==> src/rtl/sram_qpi_reader.sv <==
// sram_qpi_reader
// Streams captured samples back out of an external quad-SPI SRAM that is
// already in SQI mode. A start issues READ_CMD, a 24-bit address and
// DUMMY_CLOCKS dummy clocks, then packs the returned nibbles into bytes and
// delivers them on a valid/ready stream.
//
// Ports
//   clock, reset_n        system clock, synchronous active-low reset
//   start                 one-cycle request, honoured only in IDLE
//   start_addr, length    first byte address / byte count, latched on start
//   busy, done            transfer in progress / final byte accepted (pulse)
//   data_out, data_valid  byte stream out (first nibble received is [7:4])
//   data_ready            consumer accept
//   sram_cs               active-low chip select
//   sram_clock            SRAM clock, idle low
//   sram_sio_tdo/_tdi/_oe SIO[3:0] drive value, sampled value, drive enable
module sram_qpi_reader #(
   parameter logic [7:0] READ_CMD     = 8'h03,
   parameter int         DUMMY_CLOCKS = 2
) (
   input  logic        clock,
   input  logic        reset_n,
   input  logic        start,
   input  logic [23:0] start_addr,
   input  logic [15:0] length,
   output logic        busy,
   output logic        done,
   output logic [7:0]  data_out,
   output logic        data_valid,
   input  logic        data_ready,
   output logic        sram_cs,
   output logic        sram_clock,
   output logic [3:0]  sram_sio_tdo,
   input  logic [3:0]  sram_sio_tdi,
   output logic [3:0]  sram_sio_oe
);

   typedef enum logic [2:0] {IDLE, CMD, ADDR, DUMMY, READ, FINISH} state_t;

   localparam logic [3:0] DUMMY_LAST = 4'(DUMMY_CLOCKS - 1);

   state_t      state;
   logic        phase;       // 0: sram_clock low half, 1: high half
   logic        nib_sel;     // 0: next sample is the high nibble of a byte
   logic [3:0]  cnt;         // SRAM clock index inside CMD/ADDR/DUMMY
   logic [23:0] addr;
   logic [15:0] bytes_left;
   logic [3:0]  hi_nib;
   logic        zero_done;   // done pulse for a zero-length request

   logic hs;
   logic stall;

   assign hs    = data_valid && data_ready;
   // A byte may only start clocking in once the output register is free or
   // being emptied this cycle; otherwise hold the SRAM clock low.
   assign stall = !nib_sel && data_valid && !data_ready;

   assign busy  = (state != IDLE);
   // done must coincide with the handshake of the final byte, so it is
   // decoded from the handshake rather than registered.
   assign done  = zero_done || (state == FINISH && hs);

   function automatic logic [3:0] addr_nib(input logic [23:0] a, input logic [3:0] i);
      case (i)
         4'd0:    return a[23:20];
         4'd1:    return a[19:16];
         4'd2:    return a[15:12];
         4'd3:    return a[11:8];
         4'd4:    return a[7:4];
         4'd5:    return a[3:0];
         default: return 4'h0;
      endcase
   endfunction

   always_ff @(posedge clock) begin
      if (!reset_n) begin
         state        <= IDLE;
         phase        <= 1'b0;
         nib_sel      <= 1'b0;
         cnt          <= '0;
         addr         <= '0;
         bytes_left   <= '0;
         hi_nib       <= '0;
         zero_done    <= 1'b0;
         data_out     <= '0;
         data_valid   <= 1'b0;
         sram_cs      <= 1'b1;
         sram_clock   <= 1'b0;
         sram_sio_tdo <= '0;
         sram_sio_oe  <= '0;
      end else begin
         zero_done <= 1'b0;
         if (hs) data_valid <= 1'b0;

         case (state)
            IDLE: begin
               if (start) begin
                  if (length == '0) begin
                     zero_done <= 1'b1;
                  end else begin
                     addr         <= start_addr;
                     bytes_left   <= length;
                     cnt          <= '0;
                     phase        <= 1'b0;
                     sram_cs      <= 1'b0;
                     sram_clock   <= 1'b0;
                     sram_sio_oe  <= 4'hF;
                     sram_sio_tdo <= READ_CMD[7:4];
                     state        <= CMD;
                  end
               end
            end

            CMD, ADDR, DUMMY: begin
               if (!phase) begin
                  phase      <= 1'b1;
                  sram_clock <= 1'b1;
               end else begin
                  // End of an SRAM clock: next nibble goes out with phase 0.
                  phase      <= 1'b0;
                  sram_clock <= 1'b0;
                  cnt        <= cnt + 4'd1;
                  case (state)
                     CMD: begin
                        if (cnt == 4'd0) begin
                           sram_sio_tdo <= READ_CMD[3:0];
                        end else begin
                           cnt          <= '0;
                           sram_sio_tdo <= addr_nib(addr, 4'd0);
                           state        <= ADDR;
                        end
                     end
                     ADDR: begin
                        if (cnt != 4'd5) begin
                           sram_sio_tdo <= addr_nib(addr, cnt + 4'd1);
                        end else begin
                           cnt          <= '0;
                           nib_sel      <= 1'b0;
                           sram_sio_oe  <= 4'h0;
                           sram_sio_tdo <= 4'h0;
                           state        <= (DUMMY_CLOCKS == 0) ? READ : DUMMY;
                        end
                     end
                     DUMMY: begin
                        if (cnt == DUMMY_LAST) begin
                           nib_sel <= 1'b0;
                           state   <= READ;
                        end
                     end
                     default: ;
                  endcase
               end
            end

            READ: begin
               if (!phase) begin
                  if (!stall) begin
                     phase      <= 1'b1;
                     sram_clock <= 1'b1;
                  end
               end else begin
                  phase      <= 1'b0;
                  sram_clock <= 1'b0;
                  if (!nib_sel) begin
                     hi_nib  <= sram_sio_tdi;
                     nib_sel <= 1'b1;
                  end else begin
                     nib_sel    <= 1'b0;
                     data_out   <= {hi_nib, sram_sio_tdi};
                     data_valid <= 1'b1;
                     bytes_left <= bytes_left - 16'd1;
                     if (bytes_left == 16'd1) begin
                        // Last nibble in: release the SRAM, then wait for
                        // the consumer to take the final byte.
                        sram_cs <= 1'b1;
                        state   <= FINISH;
                     end
                  end
               end
            end

            FINISH: begin
               if (hs) state <= IDLE;
            end

            default: state <= IDLE;
         endcase
      end
   end

endmodule

==> config.mk <==
export PLATFORM = sky130hd
export DESIGN_NAME = sram_qpi_reader
export DESIGN_NICKNAME = d
export VERILOG_FILES = /design/src/rtl/sram_qpi_reader.sv
export SDC_FILE = /design/constraint.sdc
export NUM_CORES = 1
export LEC_CHECK = 0
export ABC_AREA = 0
export CAP_MARGIN = 15
export CORE_MARGIN = 4
export CORE_UTILIZATION = 48
export DETAILED_ROUTE_END_ITERATION = 6
export HOLD_SLACK_MARGIN = 0.03
export PLACE_DENSITY_LB_ADDON = 0.08
export SETUP_SLACK_MARGIN = 0.3
export SLEW_MARGIN = 20
export SYNTH_ARGS = -nofsm -noshare
export SYNTH_HDL_FRONTEND = slang
export SYNTH_SLANG_ARGS = --single-unit
==> constraint.sdc <==
create_clock -name clock -period 3 [get_ports clock]
set_clock_uncertainty 0.1 [all_clocks]
set_input_delay 0.9 -clock clock [delete_from_list [all_inputs] [get_ports clock]]
set_output_delay 0.9 -clock clock [all_outputs]
set_load 0.01 [all_outputs]
**Yosys cells after proc, flatten, opt, wreduce, memory -nomap -nowiden**

Index checks and enable logic that the tools add are counted.

- Flip-flop bits (word level): 73
- Output and inout port bits: 21
- Word-level logic and storage cells: 138
- Input bits: 48

- Multiplexer cells: 61
- Add/subtract/negate cells: 2
- Bitwise logic cells: 2
- Reductions and logical operators: 30
- Eq/ne operators: 29

Operator list:

| cell | count |
|---|---|
| $mux W16 | 4 |
| $mux W4 | 13 |
| $pmux W4 S2 | 5 |
| $pmux W16 S2 | 1 |
| $mux W3 | 10 |
| $pmux W4 S6 | 1 |
| $mux W1 | 20 |
| $ne A2 B2 Y1 const B | 9 |
| $ne A3 B3 Y1 const B | 6 |
| $reduce_and A6 Y1 | 3 |
| $eq A16 B1 Y1 const B | 1 |
| $logic_not A16 Y1 | 1 |
| $sub A16 B1 Y16 const B | 1 |
| $reduce_and A3 Y1 | 5 |
| $pmux W3 S4 | 1 |
| $reduce_and A11 Y1 | 1 |
| $reduce_and A5 Y1 | 2 |
| $pmux W3 S3 | 1 |
| $eq A4 B1 Y1 const B | 2 |
| $eq A4 B2 Y1 const B | 2 |
| $eq A4 B3 Y1 const B | 2 |
| $logic_not A4 Y1 | 2 |
| $reduce_and A4 Y1 | 2 |
| $eq A3 B2 Y1 const B | 2 |
| 15 further kinds | 27 |

**Depth between registers and ports, before layout**

- Depth in word-level cells: 7
- Gate-level depth with buffers: 9
- Depth with buffers taken out: 7

**Worst setup path before layout**

OpenSTA, ideal clock, no wires.

- Path type: input port to flip-flop
- Start: input port length[14]
- End: register bytes_left[6]
- Library setup time: 0.115 ns
- Cell stages on the path: 6
- Slack: 0.114 ns
- Arrival time: 2.671 ns
- Required time: 2.785 ns
- Cell sequence: or4_1 > o41ai_4 > o21a_1 > buf_4 > nor3_1 > o21a_1

- Word-level cells in the longest chain between the ends: 3

RTL lines:

| what | line | RTL |
|---|---|---|
| start, declared | 25 | `input logic [15:0] length,` |
| $logic_not A16 Y1 | 99 | `if (length == '0) begin` |
| $ne A2 B2 Y1 (no line) | -- |  |
| $reduce_and A5 Y1 (no line) | -- |  |
| end signal, assigned | 103 | `bytes_left <= length;` |
| end signal, assigned | 172 | `bytes_left <= bytes_left - 16'd1;` |
| end, declared | 47 | `logic [15:0] bytes_left;` |

Every way passes these cells.
A chain may end at the register's enable or synchronous reset.

**Worst setup path after layout**

- Start: input port length[4]
- End: register addr[23]

- Word-level cells in the longest chain between the ends: 3

RTL lines:

| what | line | RTL |
|---|---|---|
| $logic_not A16 Y1 | 99 |  |
| $not A1 Y1 (no line) | -- |  |
| $reduce_and A3 Y1 (no line) | -- |  |
| end signal, assigned | 102 | `addr <= start_addr;` |
| end, declared | 46 | `logic [23:0] addr;` |

Every way passes these cells.

==> reports/summary.md <==
Setup repair after global routing could not meet its margin everywhere. For this run, asynchronously set or reset flops after synthesis account for 0%. 0 antenna diodes ended up in the layout.

The residual DRC count is 0. The die is 97.0 um tall. nand2_1 is the most common cell in the netlist. Static timing analysis puts the maximum clock frequency at 377 MHz.

CTS placed an instance of clkbuf_8 at the clock tree root. The smallest clock period supported by the final layout is computed as 2.66 ns. Cell type with the highest aggregate area in the netlist: dfxtp_1. From synthesis to final layout, the design area changed by 34.0%.

The residual overflow from global routing came out at 0. Synthesis produced 482 cells. The tools report the endpoint of the lowest-slack register-to-register path as bytes_left[12]. The analysis attributes to cell leakage a power of 2.03 nW. The ratio of cells with drive above 1 in the final layout is 15.7%. For the total number of vias, the log shows 4,035. Summing the areas of all compound-gate instances in the mapped netlist gives 27.4% of the synthesized area. The hold path depth was 2. Clock network fraction of total power: 22.9%. The region available for standard cell placement spans 7730 um2. Measured in cells, the most critical reg-to-reg path has a length of 7. The initial utilization of the core area, before any placement, comes to 49.2%.

Before antenna repair, the detailed router went through 5 iterations. Setup slack on the worst reg-to-reg path comes out at 0.43 ns. The final critical-path share of the clock period is 88.5%, and the number of buffers on the longest clock path is 2.

Synthesized-area fraction occupied by adder cells: 2.96%. Tightest hold margin: 0.357 ns. The fraction of power consumed by sequential logic is 35.6%, and the fraction of power spent switching nets is 38.3%. The critical path start-end classification is in2reg.

In this run, CTS created clock tree buffers numbering 9. The tools report the initial antenna violation count as 0. In the synthesized netlist, the cells that appear most often are nand2_1, dfxtp_1, a21oi_1, clkbuf_1, nor2_1. At the pin with the least slew margin, the transition time is 0.537 ns. The run finished with clean final reports. The worst-case headroom to the max-slew limit was 64.1%. The tools report the number of slew-limit violations in the final report as 0.

The count of endpoints failing setup in the final report was 0. The main combinational cell family by area after synthesis is compound AO/OA/AOI/OAI gates. Data on the critical path arrives at its endpoint at 2.85 ns. The tools report the H-tree level count as 3. The path class of the tightest hold or removal check is reg2reg. TritonCTS built the clock tree.

For this design the ratio of total power to cell area is 653 nW/um2. After Yosys synthesis, and, or, nand and nor cells account for 23.4% of the synthesized area. Kind of end point of the critical path: a flip-flop. For the detailed router's first-iteration violation count, the log shows 229. Flip-flop cell with the highest count after synthesis: dfxtp_1. The tools report the number of sinks on the clock net as 70. Per report_power, the combinational group accounts for 41.5% of the total. The post-detailed-route count of antenna-violating nets was 0. The die is 97.0 um wide. The top cell type by area accounts for 36.9% of the synthesized area. The average wire per standard cell was 16.8 um. The netlist uses 67 different library cells. The number of synthesized register bits is 70, and the number of core rows is 32. Clock-pin slew was measured on the worst setup and hold paths at 0.08 ns. For the worst-skew pair, the clock arrives at the later sink with an insertion delay of 0.35 ns. Counting flops with a built-in enable in the synthesized netlist gives 0. The count of input and output buffers was 68. Entering global routing, the biggest net connects 28 pins.

At the end of routability-driven placement, the weighted congestion stood at 0.915. The peak supply drop is 0.299 mV. The wire-length estimate of the detail-placed layout is 8140 um. Summing the areas of all xor and xnor instances in the mapped netlist gives 0.461% of the synthesized area.

The final layout contains 626 nets. 69 I/O pins were placed. The logs give 2.05 mW for the internal power summed over all cells and 65.9% for the fraction of the core area covered by cells at the end of the flow. The number of vias per cell is 5.97, and the netlist area before placement is 3800 um2.

The source of the worst register-to-register timing path was bytes_left[0]. After synthesis, the cell types taking the most area are dfxtp_1, nand2_1, a21oi_1. Sequential elements use 36.9% of the synthesized area.

Mux share of post-synthesis cell area: 3.72%. STA classifies the critical path startpoint as an input port. The net count of the mapped netlist came out at 539. After synthesis, the mean cell area works out to 7.88 um2. Summing all flip-flop and latch instances after layout gives 1400 um2.

The endpoint required time on the critical path is 3.20 ns, and the switching power total is 1.27 mW. The final layout contains routed wiring with a total length of 11,400 um. The die covers 9400 um2. In this run the worst path has a maximum fanout of 6.

Counting the fill cells in the layout gives 685. The tool flagged a number of max-cap violations equal to 0. The first global-routing pass estimated 18,400 um of wire. The worst hold path begins at addr[19]. The number of hold-slack violations in the final timing report is 0, and the count of warnings emitted by yosys is 0. The logs give 2250 um2 for the multi-input gate area in the final layout and 3,733 for the number of global-route vias before repair.

Global routing consumed, over all layers together, 23.5% of the routing resources. Worst hold path endpoint: addr[19].
-- kinds of logic after synthesis --
kind of cell,count (synthesis)
and+or+nand+nor,185
AOI/OAI and AO/OA,154
DFF,70
buffers and inverters,48
muxes,14
adders and majority gates,9
xor gates and xnor gates,2
-- state kept, by name, indices dropped and copies added (netlist names) --
signal and flops:
sram_cs 1, sram_sio_tdo 4, data_out 8, addr 24
hi_nib 4, sram_sio_oe 1, state 3, phase 1
sram_clock 1, zero_done 1, data_valid 1, cnt 4
bytes_left 16, nib_sel 1
-- worst max-delay path by stage --
stage / from / end / slack, ns / cells past startpoint
after floorplan: length[6] / bytes_left[6] / 0.16 / 6
after global placement: length[6] / cnt[2] / -0.19 / 7
after detailed placement: length[6] / cnt[2] / -0.26 / 7
after CTS: data_ready / done / 0.29 / 3
after global routing: length[4] / addr[5] / 0.29 / 9
final: length[4] / addr[23] / 0.34 / 8
-- per-stage QoR --
step / TNS, ns / area [um2] / power [mW] / cells / setup slack [ns]
after floorplan: 0 / 3810 / 1.96 / 482 / 0.164
after global placement: -6.45 / 4780 / 2.44 / 655 / -0.189
after detailed placement: -7.83 / 4780 / 2.45 / 655 / -0.258
after CTS: 0 / 5080 / 3.31 / 676 / 0.293
after global routing: 0 / 5090 / 3.51 / 676 / 0.287
final: 0 / 5090 / 3.32 / 676 / 0.344
-- area by class of cell --
class	instances	area share [%]
Multi-Input combinational cell	364	44.3
Inverter	11	0.811
Clock inverter	6	1.23
Timing Repair Buffer	113	21.1
Clock buffer	10	2.51
Sequential cell	70	27.6
Tap cell	102	2.51
-- critical path: stages --
cell           delay (ns)
dlygate4sd2_1        0.25
or4_4                0.55
buf_6                0.14
o41a_1               0.42
nand2_4              0.12
bufbuf_16            0.26
nand2_1              0.07
a21oi_2              0.13
-- cells in the final DEF, fill, tap and decap left out, types with 4 or more instances in the layout --
master,count
o21ai_0,21
clkdlybuf4s50_1,49
o31ai_1,15
nand2_1,87
nand2b_1,4
inv_1,10
a21oi_1,51
nor3_1,9
a221oi_1,4
dlygate4sd2_1,13
or4_4,4
nand3_1,12
nor2_1,24
dfxtp_1,69
or4_1,8
ha_1,9
o21a_1,6
clkbuf_8,9
a211oi_1,5
mux2i_1,13
buf_4,38
nor4_1,5
nor2b_1,8
a22o_1,4
-- power groups by stage --
stage | Combinational (mW) | Clock [mW] | Sequential (mW)
after floorplan | 0.801 | 0 | 1.16
after global placement | 1.24 | 0 | 1.20
after detailed placement | 1.25 | 0 | 1.20
after CTS | 1.36 | 0.775 | 1.18
after global routing | 1.50 | 0.811 | 1.20
final | 1.38 | 0.762 | 1.18
-- layer usage --
layer	global-route usage (%)	part of all wire [%]	up-vias
li1	-	-	1932
met2	37.3	46	174
met1	32.4	45	1906
met5	0	0	-
met4	5.72	1.3	0
met3	5.62	7.7	23
-- timing repair --
action,in CTS,in global routing
hold buffers,0,0
pin swaps,13,7
setup endpoints to repair,55,47
cloned,2,0
gates resized for setup,38,9
buffers inserted,3,0
endpoints found under the hold margin,0,0
No activity file was read; power rests on OpenSTA's default activity.
